==> src/rtl/bcd_display_scanner.sv <==
`default_nettype none
// ============================================================================
// Module  : bcd_display_scanner
// Purpose : Captures a four-digit BCD MM:SS value and drives a time-multiplexed,
//           common-bus seven-segment display. It supports leading-zero
//           blanking of the minutes digits, a colon indicator during the
//           minutes-units slot, and whole-display blinking.
// Ports   : clk         - system clock, rising edge
//           resetn      - asynchronous active-low reset
//           load        - capture strobe for digits_in (into pending register)
//           digits_in   - BCD [15:12] min tens .. [3:0] sec units
//           blank_lz    - blank leading zeros of the minutes digits
//           blink_en    - blink the whole display
//           seg_n       - active-low segments, [6]=a .. [0]=g
//           dp_n        - active-low colon / decimal point
//           an_n        - active-low digit enables, [0]=sec units .. [3]=min tens
//           frame_done  - one-cycle pulse after each complete 4-digit frame
// Revision: 1.0 - initial release
// ============================================================================
module bcd_display_scanner #(
    parameter int unsigned REFRESH_DIV  = 1000,
    parameter int unsigned BLINK_FRAMES = 64
) (
    input  logic        clk,
    input  logic        resetn,
    input  logic        load,
    input  logic [15:0] digits_in,
    input  logic        blank_lz,
    input  logic        blink_en,
    output logic [6:0]  seg_n,
    output logic        dp_n,
    output logic [3:0]  an_n,
    output logic        frame_done
);

    localparam int unsigned CNT_W = $clog2(REFRESH_DIV);
    localparam int unsigned BLK_W = (BLINK_FRAMES > 1) ? $clog2(BLINK_FRAMES) : 1;

    localparam logic [CNT_W-1:0] CNT_LAST   = CNT_W'(REFRESH_DIV - 1);
    localparam logic [BLK_W-1:0] BLINK_LAST = BLK_W'(BLINK_FRAMES - 1);
    localparam logic [6:0]       SEG_BLANK  = 7'h7F;

    // Blink phase state machine
    localparam logic [0:0] PH_VISIBLE = 1'b0;
    localparam logic [0:0] PH_HIDDEN  = 1'b1;

    logic [15:0]      pending_q, pending_d;
    logic [15:0]      active_q, active_d;
    logic [CNT_W-1:0] cnt_q, cnt_d;
    logic [1:0]       idx_q, idx_d;
    logic [BLK_W-1:0] blink_cnt_q, blink_cnt_d;
    logic [0:0]       phase_q, phase_d;
    logic             blink_en_prev_q, blink_en_prev_d;
    logic [6:0]       seg_n_q, seg_n_d;
    logic             dp_n_q, dp_n_d;
    logic [3:0]       an_n_q, an_n_d;
    logic             frame_done_q, frame_done_d;

    logic             cnt_wrap;
    logic             frame_wrap;
    logic             hidden;
    logic             lz_blank;
    logic [3:0]       cur_digit;

    // Active-low decode, bit order a..g from MSB to LSB; non-decimal codes blank.
    function automatic logic [6:0] seg_decode(input logic [3:0] d);
        logic [6:0] p;
        case (d)
            4'd0:    p = 7'b0000001;
            4'd1:    p = 7'b1001111;
            4'd2:    p = 7'b0010010;
            4'd3:    p = 7'b0000110;
            4'd4:    p = 7'b1001100;
            4'd5:    p = 7'b0100100;
            4'd6:    p = 7'b0100000;
            4'd7:    p = 7'b0001111;
            4'd8:    p = 7'b0000000;
            4'd9:    p = 7'b0000100;
            default: p = SEG_BLANK;
        endcase
        return p;
    endfunction

    always_comb begin
        cnt_wrap   = (cnt_q == CNT_LAST);
        frame_wrap = cnt_wrap && (idx_q == 2'd3);

        // Pending captures every load; active only updates at the frame
        // boundary and takes the pre-edge pending value, so a load landing on
        // the boundary waits for the following frame.
        pending_d = load ? digits_in : pending_q;
        active_d  = frame_wrap ? pending_q : active_q;

        cnt_d = cnt_wrap ? '0 : cnt_q + CNT_W'(1);
        idx_d = cnt_wrap ? idx_q + 2'd1 : idx_q;

        // Blink: disabled or just enabled -> restart from the visible phase.
        blink_en_prev_d = blink_en;
        blink_cnt_d     = blink_cnt_q;
        phase_d         = phase_q;
        if (!blink_en || !blink_en_prev_q) begin
            blink_cnt_d = '0;
            phase_d     = PH_VISIBLE;
        end else if (frame_wrap) begin
            if (blink_cnt_q == BLINK_LAST) begin
                blink_cnt_d = '0;
                phase_d     = ~phase_q;
            end else begin
                blink_cnt_d = blink_cnt_q + BLK_W'(1);
            end
        end

        // Live blink_en gates the hidden phase so dropping it shows the
        // display on the very next output cycle.
        hidden = blink_en && (phase_q == PH_HIDDEN);

        cur_digit = active_q[{idx_q, 2'b00} +: 4];
        lz_blank  = blank_lz &&
                    (((idx_q == 2'd3) && (active_q[15:12] == 4'd0)) ||
                     ((idx_q == 2'd2) && (active_q[15:8]  == 8'd0)));

        seg_n_d = lz_blank ? SEG_BLANK : seg_decode(cur_digit);

        // cnt==0 is dead time between digits to avoid ghosting.
        if (hidden || (cnt_q == '0)) begin
            an_n_d = 4'b1111;
        end else begin
            an_n_d = ~(4'b0001 << idx_q);
        end

        dp_n_d       = !((idx_q == 2'd2) && !hidden);
        frame_done_d = frame_wrap;
    end

    always_ff @(posedge clk or negedge resetn) begin
        if (!resetn) begin
            pending_q       <= '0;
            active_q        <= '0;
            cnt_q           <= '0;
            idx_q           <= '0;
            blink_cnt_q     <= '0;
            phase_q         <= PH_VISIBLE;
            blink_en_prev_q <= 1'b0;
            seg_n_q         <= SEG_BLANK;
            dp_n_q          <= 1'b1;
            an_n_q          <= 4'b1111;
            frame_done_q    <= 1'b0;
        end else begin
            pending_q       <= pending_d;
            active_q        <= active_d;
            cnt_q           <= cnt_d;
            idx_q           <= idx_d;
            blink_cnt_q     <= blink_cnt_d;
            phase_q         <= phase_d;
            blink_en_prev_q <= blink_en_prev_d;
            seg_n_q         <= seg_n_d;
            dp_n_q          <= dp_n_d;
            an_n_q          <= an_n_d;
            frame_done_q    <= frame_done_d;
        end
    end

    assign seg_n      = seg_n_q;
    assign dp_n       = dp_n_q;
    assign an_n       = an_n_q;
    assign frame_done = frame_done_q;

endmodule
`default_nettype wire

==> config.mk <==
export PLATFORM = sky130hd
export DESIGN_NAME = bcd_display_scanner
export DESIGN_NICKNAME = d
export VERILOG_FILES = /design/src/rtl/bcd_display_scanner.sv
export SDC_FILE = /design/constraint.sdc
export NUM_CORES = 1
export LEC_CHECK = 0
export CORE_ASPECT_RATIO = 1.1
export CORE_MARGIN = 2
export CORE_UTILIZATION = 60
export DETAILED_ROUTE_END_ITERATION = 8
export GPL_TIMING_DRIVEN = 0
export PLACE_DENSITY = 0.83
export SLEW_MARGIN = 20
export SYNTH_ARGS = -nofsm -noshare
export SYNTH_HDL_FRONTEND = slang
export SYNTH_SLANG_ARGS = --single-unit
==> constraint.sdc <==
create_clock -name clk -period 5.7 [get_ports clk]
set_input_delay 1.14 -clock clk [delete_from_list [all_inputs] [get_ports clk]]
set_output_delay 1.14 -clock clk [all_outputs]
set_load 0.02 [all_outputs]
Yosys cells after proc, flatten, opt, wreduce, memory -nomap -nowiden
Memories as Yosys holds them, arrays and structs flattened.
Index checks and enable logic that the tools add are counted.
{ "op_classes": {"addsub": 3, "mul": 0, "div": 0, "n_lt_le_gt_ge": 0, "n_eq_ne": 4, "shift": 2, "n_mux": 9, "bitwise": 2, "reduce_logical": 19} }
{ "ops": {"columns": ["operator", "count"], "rows": [
  ["6-bit two-way mux", 3],
  ["16-bit by 5-bit variable part select with 4-bit output", 1],
  ["10-bit by 1-bit adder with 10-bit output (second input constant)", 1],
  ["10-bit == test (second input constant)", 1],
  ["10-bit logical NOT", 1],
  ["10-bit two-way mux", 1],
  ["8-bit logical NOT", 1],
  ["7-bit two-way mux", 1],
  ["6-bit by 1-bit adder with 6-bit output (second input constant)", 1],
  ["6-bit == test (second input constant)", 1],
  ["1-bit logical AND", 6],
  ["2-bit == test (second input constant)", 2],
  ["1-bit logical NOT", 4],
  ["4-bit logical NOT", 1],
  ["4-bit two-way mux", 1],
  ["4-bit inverter", 1],
  ["2-bit nonzero test", 2],
  ["1-bit by 2-bit left shift with 4-bit output (first input constant)", 1],
  ["1-bit logical OR", 3],
  ["1-bit two-way mux", 3],
  ["2-bit by 1-bit adder with 2-bit output (second input constant)", 1],
  ["2-bit AND reduction", 1],
  ["1-bit inverter", 1]
]} }
{ "totals": {"register_bits": 65, "latchBits": 0, "ram_bits": 0, "mem_bits_ro": 112, "inputBits": 21, "n_memories": 1} }
{ "mem_list": {"columns": ["memory", "words", "word_bits", "read_ports", "rd_ports_with_merged_regs", "wr", "line", "source"], "rows": [
  ["(no name shown)", 16, 7, 1, 0, 0, "68", "case (d)"]
]} }

Longest topological paths before layout
Gate-level depths: netlist of the first run.
{ "logic_depth": {"ltp_word": 5, "depth_mapped": 8, "mapped_depth_nobuf": 7} }

Least setup slack after synthesis of the first run
No wires, ideal clock.
{ "synth_timing": {"kind": "input -> register", "startpoint": "input load", "endpoint": "register pending_q[10]", "setup_ns": 0.125, "t_arrival_ns": 2.101, "required_ns": 5.575, "path_slack_ns": 3.474, "path_stages": 3, "path_buffers": 2, "cell_sequence": "clkbuf_1 > clkbuf_1 > mux2_2"} }
{ "synth_rtl": {"columns": ["element", "line", "source"], "rows": [
  ["start, declared", "26", "input logic load,"],
  ["end signal, assigned", "149", "pending_q <= pending_d;"],
  ["end, declared", "47", "logic [15:0] pending_q, pending_d;"]
]} }
No word-level cell between the ends.

Worst setup path in the final report of the first run
{ "layout_timing": {"startpoint": "register dp_n_q, in the netlist dp_n", "endpoint": "output dp_n"} }
{ "layout_rtl": {"columns": ["element", "line", "source"], "rows": [
  ["start, declared", "55", "logic dp_n_q, dp_n_d;"],
  ["start signal, assigned", "157", "dp_n_q <= dp_n_d;"],
  ["end, declared", "31", "output logic dp_n,"]
]} }
No word-level cell between the ends.

==> results.json, run 1 <==
{
  "status": "complete, no violations",
  "synthArstFlopShare": 1.00,
  "gp_congestion": 0.769,
  "synth_compound_area_frac": 0.0570,
  "dieWidth_um": 70.8,
  "swShare": 0.222,
  "period_share": 0.455,
  "final_cells": 373,
  "drv_cap": 0,
  "relSlewSlack": 0.662,
  "crit_chain": "clkdlybuf4s50_1",
  "muxShareOfSynthArea": 0.108,
  "finalClockSkew_ns": 0.00803,
  "drt-initial-drc-count": 152,
  "p_leak_nw": 1.60,
  "arrival_ns": 1.45,
  "min_path_type": "flip-flop to flip-flop",
  "ys.warnings.count": 0,
  "dp_hpwl_um": 3740,
  "num-fill-cells": 337,
  "yosys.cell_count.top_type": "nand2_1",
  "grt.total_usage": 0.217,
  "via_per_inst": 5.53,
  "antenna_left": 0,
  "drt_wl_total_um": 5300,
  "rsz0062_at_grt": "false",
  "numCtsBuffers": 9,
  "vias": 2063,
  "postSynthAreaPerCell_um2": 11.0,
  "syn_inst": 268,
  "syn_area_um2": 2940,
  "synth_top_family_by_area": "simple AND/OR/NAND/NOR gates",
  "worst-path-buf-inv": 1,
  "yosys.area.top_type": "dfrtp_1",
  "ys_seq_area_frac": 0.558,
  "yosys.area_share.simple": 0.168,
  "htree_levels": 3,
  "worst_pin_slew_ns": 0.508,
  "clk_latency_ns": 0.34,
  "critical-path-max-stage-delay_ns": 0.59,
  "pin_count": 34,
  "overflow": 0,
  "synth_flop_cell": "dfrtp_1",
  "post_drt_wl_per_cell_um": 14.2,
  "p_switching_uw": 186,
  "crit_path_top_delay_cell": "clkdlybuf4s50_1",
  "synthTopCellsByArea": "dfrtp_1 (45%), dfstp_2 (11%), nand2_1 (8.3%), mux2_2 (6.5%), ha_1 (5.5%)",
  "die_h_um": 77.5,
  "placed_cell_area_um2": 3350,
  "post_cts_buffers": 0,
  "grt_first_pass_wirelength_um": 9210,
  "syn_nets": 302,
  "clockBufferDepth": 2,
  "drive_gt1_frac": 0.183,
  "core.rowCount": 26,
  "grt_pass1_vias": 2040,
  "drc": 0,
  "synth_edf_count": 0,
  "cts_tree": "built",
  "power_frac_clock": 0.382,
  "placed_cells": 357,
  "crit_path_start_kind": "flip-flop",
  "area_growth_pct": 19.2,
  "nNetsFinal": 346,
  "design_area_um2": 3510,
  "comb_power_share": 0.047,
  "ys_ff_latch": 65,
  "die-area_um2": 5480,
  "yosys.area_share.adder": 0.0553,
  "ir_drop_mv": 0.177,
  "antenna_found_initial": 0,
  "cts-resized-gates": 0,
  "power_frac_seq": 0.571,
  "root_buffer": "clkbuf_8",
  "synth_xor_area_frac": 0.0238,
  "finalHoldViolations": 0,
  "crit_fanout": 1,
  "synth_top_area_share": 0.451,
  "ys_top_cells_by_count": "nand2_1 (65), dfrtp_1 (53), mux2_2 (17), ha_1 (13), dfstp_2 (12)",
  "required_ns": 4.56,
  "crit_type": "flip-flop to primary output",
  "hold_buffers": 0,
  "total_power_uw": 840,
  "endpoint_kind": "primary output",
  "fmaxAchievable_ghz": 0.386,
  "period_minus_slack_ns": 2.59,
  "core_area_um2": 4680,
  "cts_sinks": 65,
  "clk_pin_slew_ns": 0.07,
  "fin_setup_tns_ns": 0,
  "power.density_nw_per_um2": 239,
  "synth_cell_type_count": 37,
  "num_antenna_cells": 0,
  "p_int_uw": 653,
  "setup-violations-final": 0,
  "slew_violations": 0,
  "port_buffers": 32,
  "first_pass_iters": 4,
  "start_util": 0.628,
  "critPathTopFamily": "buffers and inverters",
  "grt_max_degree": 45
}
## per-stage QoR
stage | hold slack (ns) | worst slack, ns | utilization
after floorplan | 0.435 | 3.47 | -
after global placement | 0.448 | 1.49 | 0.712
after detailed placement | 0.454 | 3.30 | 0.715
after CTS | 0.469 | 3.09 | 0.749
after global routing | 0.488 | 3.07 | 0.749
final | 0.468 | 3.11 | 0.749
## registers in the layout, indices dropped and copies added (netlist names)
name / count
active_q: 16
an_n: 4
blink_cnt_q: 6
blink_en_prev_q: 1
cnt_q: 10
dp_n: 1
frame_done: 1
idx_q: 2
pending_q: 16
phase_q: 1
seg_n: 7
## logic make-up after synthesis
family,count (synthesis)
AND/OR/NAND/NOR,109
flip-flops,65
AO/OA/AOI/OAI,28
multiplexers,24
buffers and inverters,21
adder cells (fa/ha/maj),13
XOR/XNOR,8
## worst paths after layout
path                               start             end  slack, ns  cells after the start
min reg2reg                pending_q[12]    active_q[12]       0.47                      2
min in group asynchronous         resetn  blink_cnt_q[5]       0.68                      1
max                                 dp_n            dp_n       3.11                      1
max in group asynchronous         resetn         an_n[0]       4.47                      2
max reg2reg                     cnt_q[0]  blink_cnt_q[0]       3.59                      7
min                        pending_q[12]    active_q[12]       0.47                      2
## power by group through the flow
stage               clock [mW]  combinational (mW)  sequential (mW)
finish                   0.321              0.0392            0.480
global route             0.350              0.0439            0.481
CTS                      0.328              0.0403            0.480
detailed placement           0              0.0399            0.488
global placement             0              0.0373            0.487
floorplan                    0              0.0146            0.486
## cell usage in the layout (no fill, tap or decap), types with 3 or more instances in the layout
cell type	netlist	final
a21oi_1	10	10
buf_2	4	4
clkbuf_1	5	9
clkbuf_8	0	9
clkdlybuf4s50_1	0	31
dfrtp_1	53	53
dfstp_2	12	12
ha_1	13	13
inv_1	11	11
mux2_2	17	17
mux4_2	4	4
nand2_1	65	65
nand3_1	8	8
nand4_1	3	3
nor2_1	11	11
nor2b_1	3	3
nor4_1	3	3
o21ai_0	6	6
o21ai_1	3	3
o21bai_1	3	3
or2_2	3	3
or3_1	3	3
xnor2_1	5	5
xor2_1	3	3
## final cells by class
class                   count  area (um2)  area share
flip-flops and latches     65        1640       0.468
well taps                  56        70.1      0.0200
clock buffers              13         139      0.0396
plain buffers              10        50.0      0.0143
repair buffers             33         338      0.0963
clock inverters             3        17.5     0.00499
inverters                  11        41.3      0.0118
multi-input cells         182        1210       0.345
## per-layer routing
| metal | global-route usage | part of all wire | vias to the layer above |
|---|---|---|---|
| li1 | - | - | 986 |
| met1 | 0.278 | 0.43 | 1022 |
| met2 | 0.344 | 0.51 | 44 |
| met3 | 0.0468 | 0.032 | 11 |
| met4 | 0.121 | 0.022 | 0 |
| met5 | 0 | 0 | - |
## tightest hold or removal path, stage by stage, from the launching register on
cell and delay [ns]:
dfrtp_1 0.34, nand2_1 0.05, nand2_1 0.05
No activity file was read; power rests on OpenSTA's default activity.
==> run 2: changes to the inputs <==
--- a/config.mk
+++ b/config.mk
@@ -7,10 +7,10 @@
 export LEC_CHECK = 0
 export CORE_ASPECT_RATIO = 1.1
 export CORE_MARGIN = 2
-export CORE_UTILIZATION = 60
+export CORE_UTILIZATION = 55
 export DETAILED_ROUTE_END_ITERATION = 8
 export GPL_TIMING_DRIVEN = 0
-export PLACE_DENSITY = 0.83
+export PLACE_DENSITY = 0.77
 export SLEW_MARGIN = 20
 export SYNTH_ARGS = -nofsm -noshare
 export SYNTH_HDL_FRONTEND = slang
==> constraint.sdc (replaced) <==
create_clock -name clk -period 2.5 [get_ports clk]
set_input_delay 0.5 -clock clk [delete_from_list [all_inputs] [get_ports clk]]
set_output_delay 0.5 -clock clk [all_outputs]
set_load 0.02 [all_outputs]
==> results.json, run 2 (synthesis results as in run 1) <==
{
  "power.density_nw_per_um2": 617,
  "cts_sinks": 65,
  "relSlewSlack": 0.657,
  "gp_congestion": 0.783,
  "power_frac_clock": 0.466,
  "total_power_mw": 2.22,
  "arrival_ns": 2.32,
  "drc": 0,
  "ff2ff_path_depth": 7,
  "die_h_um": 80.7,
  "fmaxAchievable_ghz": 0.480,
  "finalHoldViolations": 0,
  "period_share": 0.833,
  "dp_hpwl_um": 3820,
  "rsz0062_at_grt": "false",
  "grt_pass1_vias": 2144,
  "post_cts_buffers": 0,
  "placed_cell_area_um2": 3360,
  "drt-initial-drc-count": 118,
  "worst_pin_slew_ns": 0.514,
  "core.rowCount": 27,
  "num_antenna_cells": 0,
  "r2r_slack_ns": 0.42,
  "grt_first_pass_wirelength_um": 9730,
  "antenna_left": 0,
  "ir_drop_mv": 0.503,
  "layout_commonest_cell": "nand2_1",
  "p_leak_nw": 1.64,
  "setup-violations-final": 0,
  "p_switching_uw": 438,
  "crit_type": "flip-flop to flip-flop",
  "cts-resized-gates": 0,
  "antenna_found_initial": 0,
  "crit_path_start_kind": "flip-flop",
  "status": "complete, no violations",
  "crit_fanout": 10,
  "drt_wl_total_um": 5580,
  "whs_ns": 0.0194,
  "start_util": 0.581,
  "period_minus_slack_ns": 2.08,
  "dieWidth_um": 73.7,
  "post_drt_wl_per_cell_um": 14.9,
  "grt_max_degree": 52,
  "pin_count": 34,
  "clockBufferDepth": 2,
  "port_buffers": 32,
  "nNetsFinal": 346,
  "cts_tree": "built",
  "power_frac_seq": 0.493,
  "first_pass_iters": 4,
  "drive_gt1_frac": 0.189,
  "clk_pin_slew_ns": 0.07,
  "num-fill-cells": 370,
  "design_area_um2": 3590,
  "area_growth_pct": 22.1,
  "die-area_um2": 5950,
  "required_ns": 2.74,
  "r2r_start": "cnt_q[0]",
  "comb_power_share": 0.041,
  "grt.total_usage": 0.218,
  "swShare": 0.198,
  "hold_buffers": 0,
  "clk_latency_ns": 0.33,
  "overflow": 0,
  "endpoint_kind": "flip-flop",
  "p_int_mw": 1.78,
  "r2r-end": "blink_cnt_q[1]",
  "numCtsBuffers": 9,
  "finalClockSkew_ns": 0.00855,
  "htree_levels": 3,
  "slew_violations": 0,
  "via_per_inst": 5.51,
  "core_area_um2": 5070,
  "layout_common_cells": "nand2_1 (65), dfrtp_1 (53), clkdlybuf4s50_1 (31)",
  "root_buffer": "clkbuf_8",
  "min_path_type": "primary input to async pin",
  "drv_cap": 0,
  "reg_top3": "active_q: 16 flops, pending_q: 16 flops, cnt_q: 10 flops",
  "vias": 2066
}
## run 2: changes by cell type in the layout (fill, tap and decap cells not counted), sizes merged
| cell | before | now |
|---|---|---|
| bufinv | 0 | 2 |
| clkbuf | 18 | 19 |
| clkinv | 2 | 0 |
| clkinvlp | 1 | 0 |
## run 2: worst max-delay path by stage
| stage | start | to |
|---|---|---|
| after floorplan | idx_q[0] | seg_n[2] |
| after global placement | resetn | pending_q[12] |
| after detailed placement | cnt_q[0] | blink_cnt_q[0] |
| after CTS | cnt_q[0] | blink_cnt_q[1] |
| after global routing | cnt_q[0] | blink_cnt_q[1] |
| final | cnt_q[0] | blink_cnt_q[1] |
## run 2: final cells by class
class / count / area [um2] / share of cell area
tap: 58 / 72.6 / 0.0202
sequential: 65 / 1640 / 0.457
clock buffer: 14 / 173 / 0.0481
buffer: 10 / 50.0 / 0.0139
multi-input combinational: 182 / 1210 / 0.337
clock inverter: 2 / 60.1 / 0.0167
timing repair buffer: 33 / 345 / 0.0961
inverter: 11 / 41.3 / 0.0115
## run 2: layer usage
metal  vias to the layer above  GRT usage  routed length, um
met4                         0     0.0782                 33
met2                        38      0.365               2890
met1                      1034      0.275               2490
li1                        992          -                  -
met3                         2     0.0502                166
met5                         -          0                  0
## run 2: power by group through the flow
stage	registers, mW	logic, mW	clock network (mW)
finish	1.09	0.0907	1.03
global route	1.10	0.103	1.09
CTS	1.09	0.0933	1.05
detailed placement	1.11	0.0934	0
global placement	1.11	0.0856	0
floorplan	1.11	0.0333	0
## run 2: critical path, stage by stage (launching register included)
cell and delay (ns):
dfrtp_1 0.40, ha_1 0.24, and4bb_2 0.28, nand4_1 0.26, inv_1 0.25, buf_2 0.28, nand2_1 0.10, a21oi_1 0.19
## run 2: metrics by stage
stage	instances	setup slack, ns	TNS (ns)	util
global route	375	0.182	0	0.709
floorplan	268	0.635	0	-
finish	375	0.417	0	0.709
CTS	375	0.367	0	0.709
detailed placement	359	0.434	0	0.663
global placement	358	-1.09	-62.44	0.658
